### config.mk
export PLATFORM = sky130hd
export DESIGN_NAME = stall_mem_responder
export DESIGN_NICKNAME = d
export VERILOG_FILES = /design/src/rtl/stall_mem_responder.sv
export SDC_FILE = /design/constraint.sdc
export NUM_CORES = 2
export LEC_CHECK = 0
export BUFFER_PORTS_ARGS = -buffer_cell sky130_fd_sc_hd__buf_2
export CAP_MARGIN = 10
export CORE_UTILIZATION = 31
export DETAILED_ROUTE_END_ITERATION = 12
export PLACE_DENSITY = 0.46
export SLEW_MARGIN = 10
export SYNTH_ARGS = -nofsm -noshare
export SYNTH_HDL_FRONTEND = slang
export SYNTH_SLANG_ARGS = --single-unit
export TNS_END_PERCENT = 5
### constraint.sdc
create_clock -name clk -period 11.9 [get_ports clk]
set_input_delay 0.595 -clock clk [delete_from_list [all_inputs] [get_ports clk]]
set_output_delay 0.595 -clock clk [all_outputs]
set_load 0.05 [all_outputs]
### src/rtl/stall_mem_responder.sv
// ---------------------------------------------------------------------------
// stall_mem_responder
//
// Multi-cycle data memory for the memory stage. It accepts one aligned request
// at a time, latches it, and holds the requester with `stall` for LATENCY
// cycles. It then performs the access and pulses `done`. Read data appears on
// `data_out` in the same cycle as `done`.
//
// Parameters
//   DEPTH_LOG2 : log2 of memory depth in 16-bit words
//   LATENCY    : cycles from request acceptance to done (1..15)
//
// Ports
//   clk       : system clock, rising edge
//   rst       : asynchronous active-low reset
//   addr      : byte address; bit 0 must be 0
//   data_in   : write data
//   enable    : request valid (read or write)
//   wr        : 1 = write, 0 = read; meaningful only with enable
//   data_out  : registered read data; changes only on read completion/reset
//   stall     : requester must hold the pipeline this cycle (combinational)
//   done      : registered one-cycle completion pulse
//   err       : unaligned request flag (combinational)
//   state_dbg : current FSM state (IDLE=0, BUSY=1, DONE=2) for observation
//
// Handshake: a request is offered by holding enable high with a stable
// addr/data_in/wr. It is taken on a clock edge in IDLE while addr[0]=0, and
// stall is high in that same cycle. While stall is high the requester keeps
// the pipeline frozen. In the DONE cycle stall drops, done pulses, and the
// requester advances on the edge that ends DONE. Because DONE never accepts,
// the earliest next request is taken one cycle after done.
// ---------------------------------------------------------------------------
module stall_mem_responder #(
   parameter int DEPTH_LOG2 = 8,
   parameter int LATENCY    = 3
) (
   input  logic        clk,
   input  logic        rst,
   input  logic [15:0] addr,
   input  logic [15:0] data_in,
   input  logic        enable,
   input  logic        wr,
   output logic [15:0] data_out,
   output logic        stall,
   output logic        done,
   output logic        err,
   output logic [1:0]  state_dbg
);

   typedef enum logic [1:0] {
      IDLE = 2'd0,
      BUSY = 2'd1,
      DONE = 2'd2
   } state_t;

   state_t                state, state_next;
   logic [3:0]            counter;
   logic [DEPTH_LOG2-1:0] lat_idx;
   logic [15:0]           lat_data;
   logic                  lat_wr;
   logic [15:0]           mem [0:(1<<DEPTH_LOG2)-1];

   logic                  accept;
   logic                  enter_done;
   logic [DEPTH_LOG2-1:0] acc_idx;
   logic [15:0]           acc_data;
   logic                  acc_wr;

   // Address bits above the word index are ignored, so the memory wraps.
   logic                  unused_addr_hi;
   assign unused_addr_hi = &{1'b0, addr[15:DEPTH_LOG2+1]};

   // rst gates accept so that nothing is accepted or written while reset is
   // held, even with enable high.
   assign accept     = rst & (state == IDLE) & enable & ~addr[0];
   assign enter_done = (state_next == DONE) && (state != DONE);

   // With LATENCY=1 the FSM jumps from IDLE straight to DONE. The latch is
   // loaded on that same edge, so the access must use the live inputs.
   always_comb begin
      if (state == IDLE) begin
         acc_idx  = addr[DEPTH_LOG2:1];
         acc_data = data_in;
         acc_wr   = wr;
      end else begin
         acc_idx  = lat_idx;
         acc_data = lat_data;
         acc_wr   = lat_wr;
      end
   end

   // ---- FSM: state register ----
   always_ff @(posedge clk or negedge rst) begin
      if (!rst) state <= IDLE;
      else      state <= state_next;
   end

   // ---- FSM: next-state logic ----
   always_comb begin
      state_next = state;
      case (state)
         IDLE:    if (accept) state_next = (LATENCY == 1) ? DONE : BUSY;
         BUSY:    if (counter == 4'd1) state_next = DONE;
         DONE:    state_next = IDLE;
         default: state_next = IDLE;
      endcase
   end

   // ---- FSM: combinational outputs ----
   always_comb begin
      stall     = 1'b0;
      err       = 1'b0;
      state_dbg = state;
      case (state)
         IDLE: begin
            stall = accept;
            err   = rst & enable & addr[0];
         end
         BUSY:    stall = 1'b1;
         default: ;
      endcase
   end

   // Request latch and latency counter.
   always_ff @(posedge clk or negedge rst) begin
      if (!rst) begin
         counter  <= '0;
         lat_idx  <= '0;
         lat_data <= '0;
         lat_wr   <= 1'b0;
      end else if (accept) begin
         counter  <= 4'(LATENCY - 1);
         lat_idx  <= addr[DEPTH_LOG2:1];
         lat_data <= data_in;
         lat_wr   <= wr;
      end else if (state == BUSY) begin
         counter  <= counter - 4'd1;
      end
   end

   // Completion pulse and read data, both set on entry to DONE.
   always_ff @(posedge clk or negedge rst) begin
      if (!rst) begin
         done     <= 1'b0;
         data_out <= '0;
      end else begin
         done <= enter_done;
         if (enter_done && !acc_wr) data_out <= mem[acc_idx];
      end
   end

   // Storage array is not reset. A reset during BUSY forces IDLE at once, so
   // enter_done stays low and the abandoned write never reaches the array.
   always_ff @(posedge clk) begin
      if (enter_done && acc_wr) mem[acc_idx] <= acc_data;
   end

endmodule

## Word-level counts from Yosys, hierarchy flattened

Memories as Yosys holds them, arrays and structs flattened. A register that Yosys moved wholly into a read port is not among the register bits.
Index checks and enable logic that the tools add are counted.
W data, S select, Z words.

- Register bits: 32
- Memory bits (writable): 4096
- Input bits: 36
- Memories kept: 1

- $add $sub $neg: 1
- Eq/ne operators: 4
- Muxes and demuxes: 12
- Bitwise gates (word level): 6
- Reductions and logical operators: 7

Memory list:

| memory | depth | bits a word | read ports | clocked after Yosys merged registers in | write ports | RTL line | source |
|---|---|---|---|---|---|---|---|
| mem | 256 | 16 | 1 | 1 | 1 | 61 | `logic [15:0] mem [0:(1<<DEPTH_LOG2)-1];` |

Operators by type and width:

| cell | count |
|---|---|
| $mux W16 | 1 |
| $mux W4 | 2 |
| $mux W8 | 1 |
| $and A1 B1 Y1 | 5 |
| $eq A4 B1 Y1 const B | 1 |
| $mux W1 | 4 |
| $mux W2 | 2 |
| $pmux W2 S2 | 1 |
| $sub A4 B1 Y4 const B | 1 |
| $logic_and A1 B1 Y1 | 3 |
| $eq A2 B1 Y1 const B | 1 |
| $eq A2 B2 Y1 const B | 1 |
| $logic_not A1 Y1 | 2 |
| $logic_not A2 Y1 | 1 |
| $ne A2 B2 Y1 const B | 1 |
| $pmux W1 S2 | 1 |
| $reduce_bool A2 Y1 | 1 |
| $not A1 Y1 | 1 |

## Longest topological paths before layout

- Word-level depth: 11
- Depth in mapped cells: 14

## Least setup slack after synthesis

Ideal clock, no wire load.

- Path type: reg-to-reg
- Start: register state[0], in the netlist state_dbg[0]
- End: memory mem[0][10], data pin
- Library setup time: 823 ps
- Data arrival time: 5272 ps
- Required time: 11077 ps
- Path slack: 5806 ps
- Cell stages (with the launch flop): 10
- Path through: dfrtp_1 buf_6 nor2_8 buf_6 buf_2 buf_1 buf_1 buf_1 nand2_1 nand2_1

- Cells in the longest elaborated chain, start to end: 2

Ends and longest elaborated chain:

| element | RTL line | source |
|---|---|---|
| from (decl) | 56 | `state_t state, state_next;` |
| from (signal assigned) | 95 | `else state <= state_next;` |
| $logic_not A2 Y1 | 81 | `if (state == IDLE) begin` |
| $mux W16 | 81 |  |
| via acc_data[10] | 66 | `logic [15:0] acc_data;` |
| to (decl) | 61 |  |

The timed path passes the listed nets, and every way through them passes these cells.

## Worst setup path after layout

- Start: register state[1], in the netlist state_dbg[1]
- End: register data_out[3] (read register of mem)

- Cells in the longest elaborated chain, start to end: 9
- Elaborated cells between the ends (all ways): 15
- Those cells by class: eq/ne: 3; mux: 5; bitwise: 3; reduce/logical: 4

Ends and longest elaborated chain:

| element | RTL line | source |
|---|---|---|
| $logic_not A2 Y1 | 75, 81, 101 |  |
| $and A1 B1 Y1 (3 in a row) | 75 | `assign accept = rst & (state == IDLE) & enable & ~addr[0];` |
| $mux W2 | 102 | `IDLE: if (accept) state_next = (LATENCY == 1) ? DONE : BUSY;` |
| $pmux W2 S2 | 101 | `case (state)` |
| $eq A2 B2 Y1 | 76 | `assign enter_done = (state_next == DONE) && (state != DONE);` |
| $logic_and A1 B1 Y1 | 76 |  |
| $logic_and A1 B1 Y1 | 148 | `if (enter_done && !acc_wr) data_out <= mem[acc_idx];` |
| to (decl) | 43 | `output logic [15:0] data_out,` |

Parallel ways exist; a longest one is shown, timed or not.
A chain may end at the register's enable or synchronous reset.

==> reports/summary.txt <==
Port Buffer Count: 49
Status: finished clean
Die width: 705 µm
Worst path cell trace: nor2_8 -> nor3b_1 -> a31oi_4 -> buf_4 -> buf_12 -> a21oi_1 -> o41ai_1 -> a21oi_1 -> or4_1 -> o32a_1
Synth Register Bits: 4144
Avg Cell Area, Syn: 17.7 µm²
Endpoints failing setup: 0
Rows: 257
Slew Limit Headroom: 4.59%
Number of synthesized flops with an enable pin: 4096
Initial Util: 31.2%
Fin Clk Skew: 0.0708 ns
All-layer global routing usage: 18.7%
Register area share after synthesis: 81.1%
Worst-margin pin slew: 1.43 ns
Reg2reg end: data_out[3]$_DFFE_PN0P_
Drt wl/cell: 30.5 µm
Remaining Overflow, GRT: 0
Synth Flop Type: edfxtp_1
CTS tree: built
Worst min path class: in2reg
Max_cap viols: 0
NetSw: 14700 µW
Power Internal: 28600 µW
P_leak: 0.0533 µW
Vias in the first global route: 84907
CORE AREA: 491000 µm²
Switching Share: 33.9%
Num CTS Buffers: 437
Reg power frac: 42.8%
Remaining DRCs: 0
Post-synthesis instance area: 153000 µm²
Synth-to-Final Area Change: 15.4%
FF-to-FF Start: state_dbg[1]$_DFF_PN0_
ANT nets after route: 0
Worst vdd ir: 208 µV
Clock tree sinks: 4144
Syn_nets: 8678
Crit path max-delay cell type: o41ai_1
Initial antenna violation count: 38
H-tree levels: 5
Startpoint Class: flop
Die height: 705 µm
Comb power frac: 26.5%
Total Nets Final: 9000
RSZ-0062 raised after global routing: no
Post-synthesis cell count: 8640
Pwr Density: 245 nW/µm²
Avg Vias per Cell: 5.48
Crit path launch: state_dbg[1]$_DFF_PN0_
Total wire length: 483000 µm
Die area: 497000 µm²
Post-synth ARST share: 1.16%
Final WS setup: 5.69 ns
Min Tclk post-route: 6.21 ns
Period utilization: 52.2%
Clk_lat worst skew: 0.98 ns
First-pass GRT wire length: 670000 µm
WP data required: 12.72 ns
CTS Buffer Depth: 4
Largest net degree at the start of global routing: 214
HPWL Detailed: 265000 µm
Clock share of power: 30.7%
GPL Wtd Cong: 0.777
DR vias: 86777
Setup crit end: data_out[3]$_DFFE_PN0P_
Fraction of layout cells with a size suffix above 1: 13.0%
Syn. warnings: 0
First drt pass iteration count: 5
Fmax: 161 MHz
Root Buffer: clkbuf_16
Most used cell, CP: a21oi_1
Post-Place Worst Slack: 5.78 ns
Crit Path Class: reg2reg
Reg2Reg Depth: 10
Final Hold Fails: 0
Crit end category: flop
Synth cell types: 49
CTS resizes: 0
Clk pin slew, worst setup/hold paths: 0.06 ns
Reg-to-reg setup timing slack: 5.69 ns
Top Ports: 57
Fin. max-slew vios: 0
Crit path DAT: 7.03 ns
Slowest stage delay, CP: 0.97 ns
Largest fanout on the critical path: 85
First DRT Iteration DRCs: 9162
Setup TNS: 0 ns
[worst min path at each step]
stage / from / to / slack, ns / cells after the start
2_1_floorplan: rst / counter[0]$_DFFE_PN0P_ / 0.30 / 0
3_3_place_gp: lat_data[1]$_DFFE_PN0P_ / lat_data[1]$_DFFE_PN0P_ / 0.48 / 2
3_5_place_dp: lat_data[5]$_DFFE_PN0P_ / lat_data[5]$_DFFE_PN0P_ / 0.47 / 2
4_1_cts: addr[0] / lat_data[9]$_DFFE_PN0P_ / 0.09 / 5
5_1_grt: addr[0] / lat_data[9]$_DFFE_PN0P_ / 0.18 / 5
6_report: addr[0] / lat_data[9]$_DFFE_PN0P_ / 0.15 / 5
[cell usage after synthesis, types with 2 or more instances]
library cell,count,share of area (%)
edfxtp_1,4096,80
a22oi_1,1608,7.9
a21oi_1,823,2.7
buf_2,366,1.2
nor2_1,286,0.70
a221oi_1,220,1.3
a22o_1,220,1.3
o41ai_1,180,1.0
clkbuf_1,178,0.44
nand2_1,148,0.36
o22ai_1,114,0.47
buf_4,72,0.35
o21ai_0,70,0.23
a41oi_1,52,0.30
dfrtp_1,48,0.78
nor4_1,31,0.13
buf_1,29,0.071
buf_6,9,0.066
nand3_1,9,0.029
or3_1,9,0.037
inv_1,8,0.020
o21a_1,7,0.034
o32a_1,6,0.039
or4_1,6,0.029
nand2b_1,5,0.020
nand3b_1,4,0.020
o21ai_2,3,0.017
o31a_1,3,0.017
o31ai_1,3,0.015
xnor2_1,3,0.017
a31oi_4,2,0.028
ha_1,2,0.016
nand4_1,2,0.0082
nor3b_1,2,0.0098
or4b_1,2,0.013
[area by class of cell]
cell class	instances	area [µm²]
multi-input combinational	3834	26200
sequential	4144	124000
clock inverter	265	2490
clock buffer	532	11400
fill	45403	314000
timing repair buffer	537	4320
antenna	28	70.1
inverter	8	30.0
tap	6475	8100
[sequential cells by signal, summed over array words and instances, names as in the netlist]
signal,cells
mem,4096
lat_wr,1
state_dbg,2
counter,4
lat_data,16
done,1
lat_idx,8
data_out,16
[power groups by stage]
stage / combinational, µW / clock [µW] / sequential, µW
floorplan: 6370 / 0 / 19600
global placement: 11400 / 0 / 18800
detailed placement: 11600 / 0 / 18800
CTS: 11600 / 13600 / 18500
global route: 12200 / 14100 / 18500
finish: 11500 / 13300 / 18500
[stage by stage]
stage	hold slack (ns)	power, µW	area [µm²]	cells	util, %
global route	0.179	44900	177000	15797	36.0
finish	0.147	43300	177000	15823	36.0
global placement	0.480	30200	163000	14970	33.1
floorplan	0.299	25900	153000	8640	-
detailed placement	0.470	30400	163000	14970	33.1
CTS	0.0873	43700	177000	15793	36.0
[cells in the final DEF (no fill, tap or decap), types with 48 or more instances in the layout]
cell / synthesis / final
edfxtp_1: 4096 / 4096
a22oi_1: 1608 / 1608
a21oi_1: 823 / 823
clkbuf_16: 0 / 441
buf_4: 72 / 434
nor2_1: 286 / 263
a22o_1: 220 / 220
a221oi_1: 220 / 220
o41ai_1: 180 / 160
nand2_1: 148 / 121
o22ai_1: 114 / 114
clkinv_1: 0 / 103
clkbuf_1: 178 / 91
clkinv_2: 0 / 85
o21ai_0: 70 / 69
buf_2: 366 / 49
dfrtp_1: 48 / 48
[logic make-up (layout without fill, tap and decap cells)]
group,Yosys count,count (layout),synth area share [%]
AO/OA/AOI/OAI,3318,3318,15.3
XOR/XNOR,3,3,0.0172
adder cells (fa/ha/maj),2,2,0.0163
buffers and inverters,662,1342,2.14
flip-flops,4144,4144,81.1
other,0,28,0
AND/OR/NAND/NOR,511,511,1.40
[layer usage]
layer | vias to the layer above | track usage [%] | wire length [µm]
li1 | 36960 | - | -
met2 | 3215 | 30.8 | 233000
met3 | 587 | 2.65 | 31400
met4 | 2 | 5.30 | 13600
met1 | 46013 | 25.9 | 205000
met5 | - | 0 | 18
[repair_timing]
action                    CTS  global route
hold buffers               26             0
setup buffers               0             0
hold endpoints to repair   55             0
[worst max-delay path, delay by kind of cell (launching register included)]
| kind | cells | cell delay [ns] |
|---|---|---|
| AOI/OAI and AO/OA | 5 | 2.66 |
| buffers and inverters | 2 | 1.05 |
| DFF | 1 | 0.53 |
| and+or+nand+nor | 3 | 1.70 |
No activity file was read; power rests on OpenSTA's default activity.
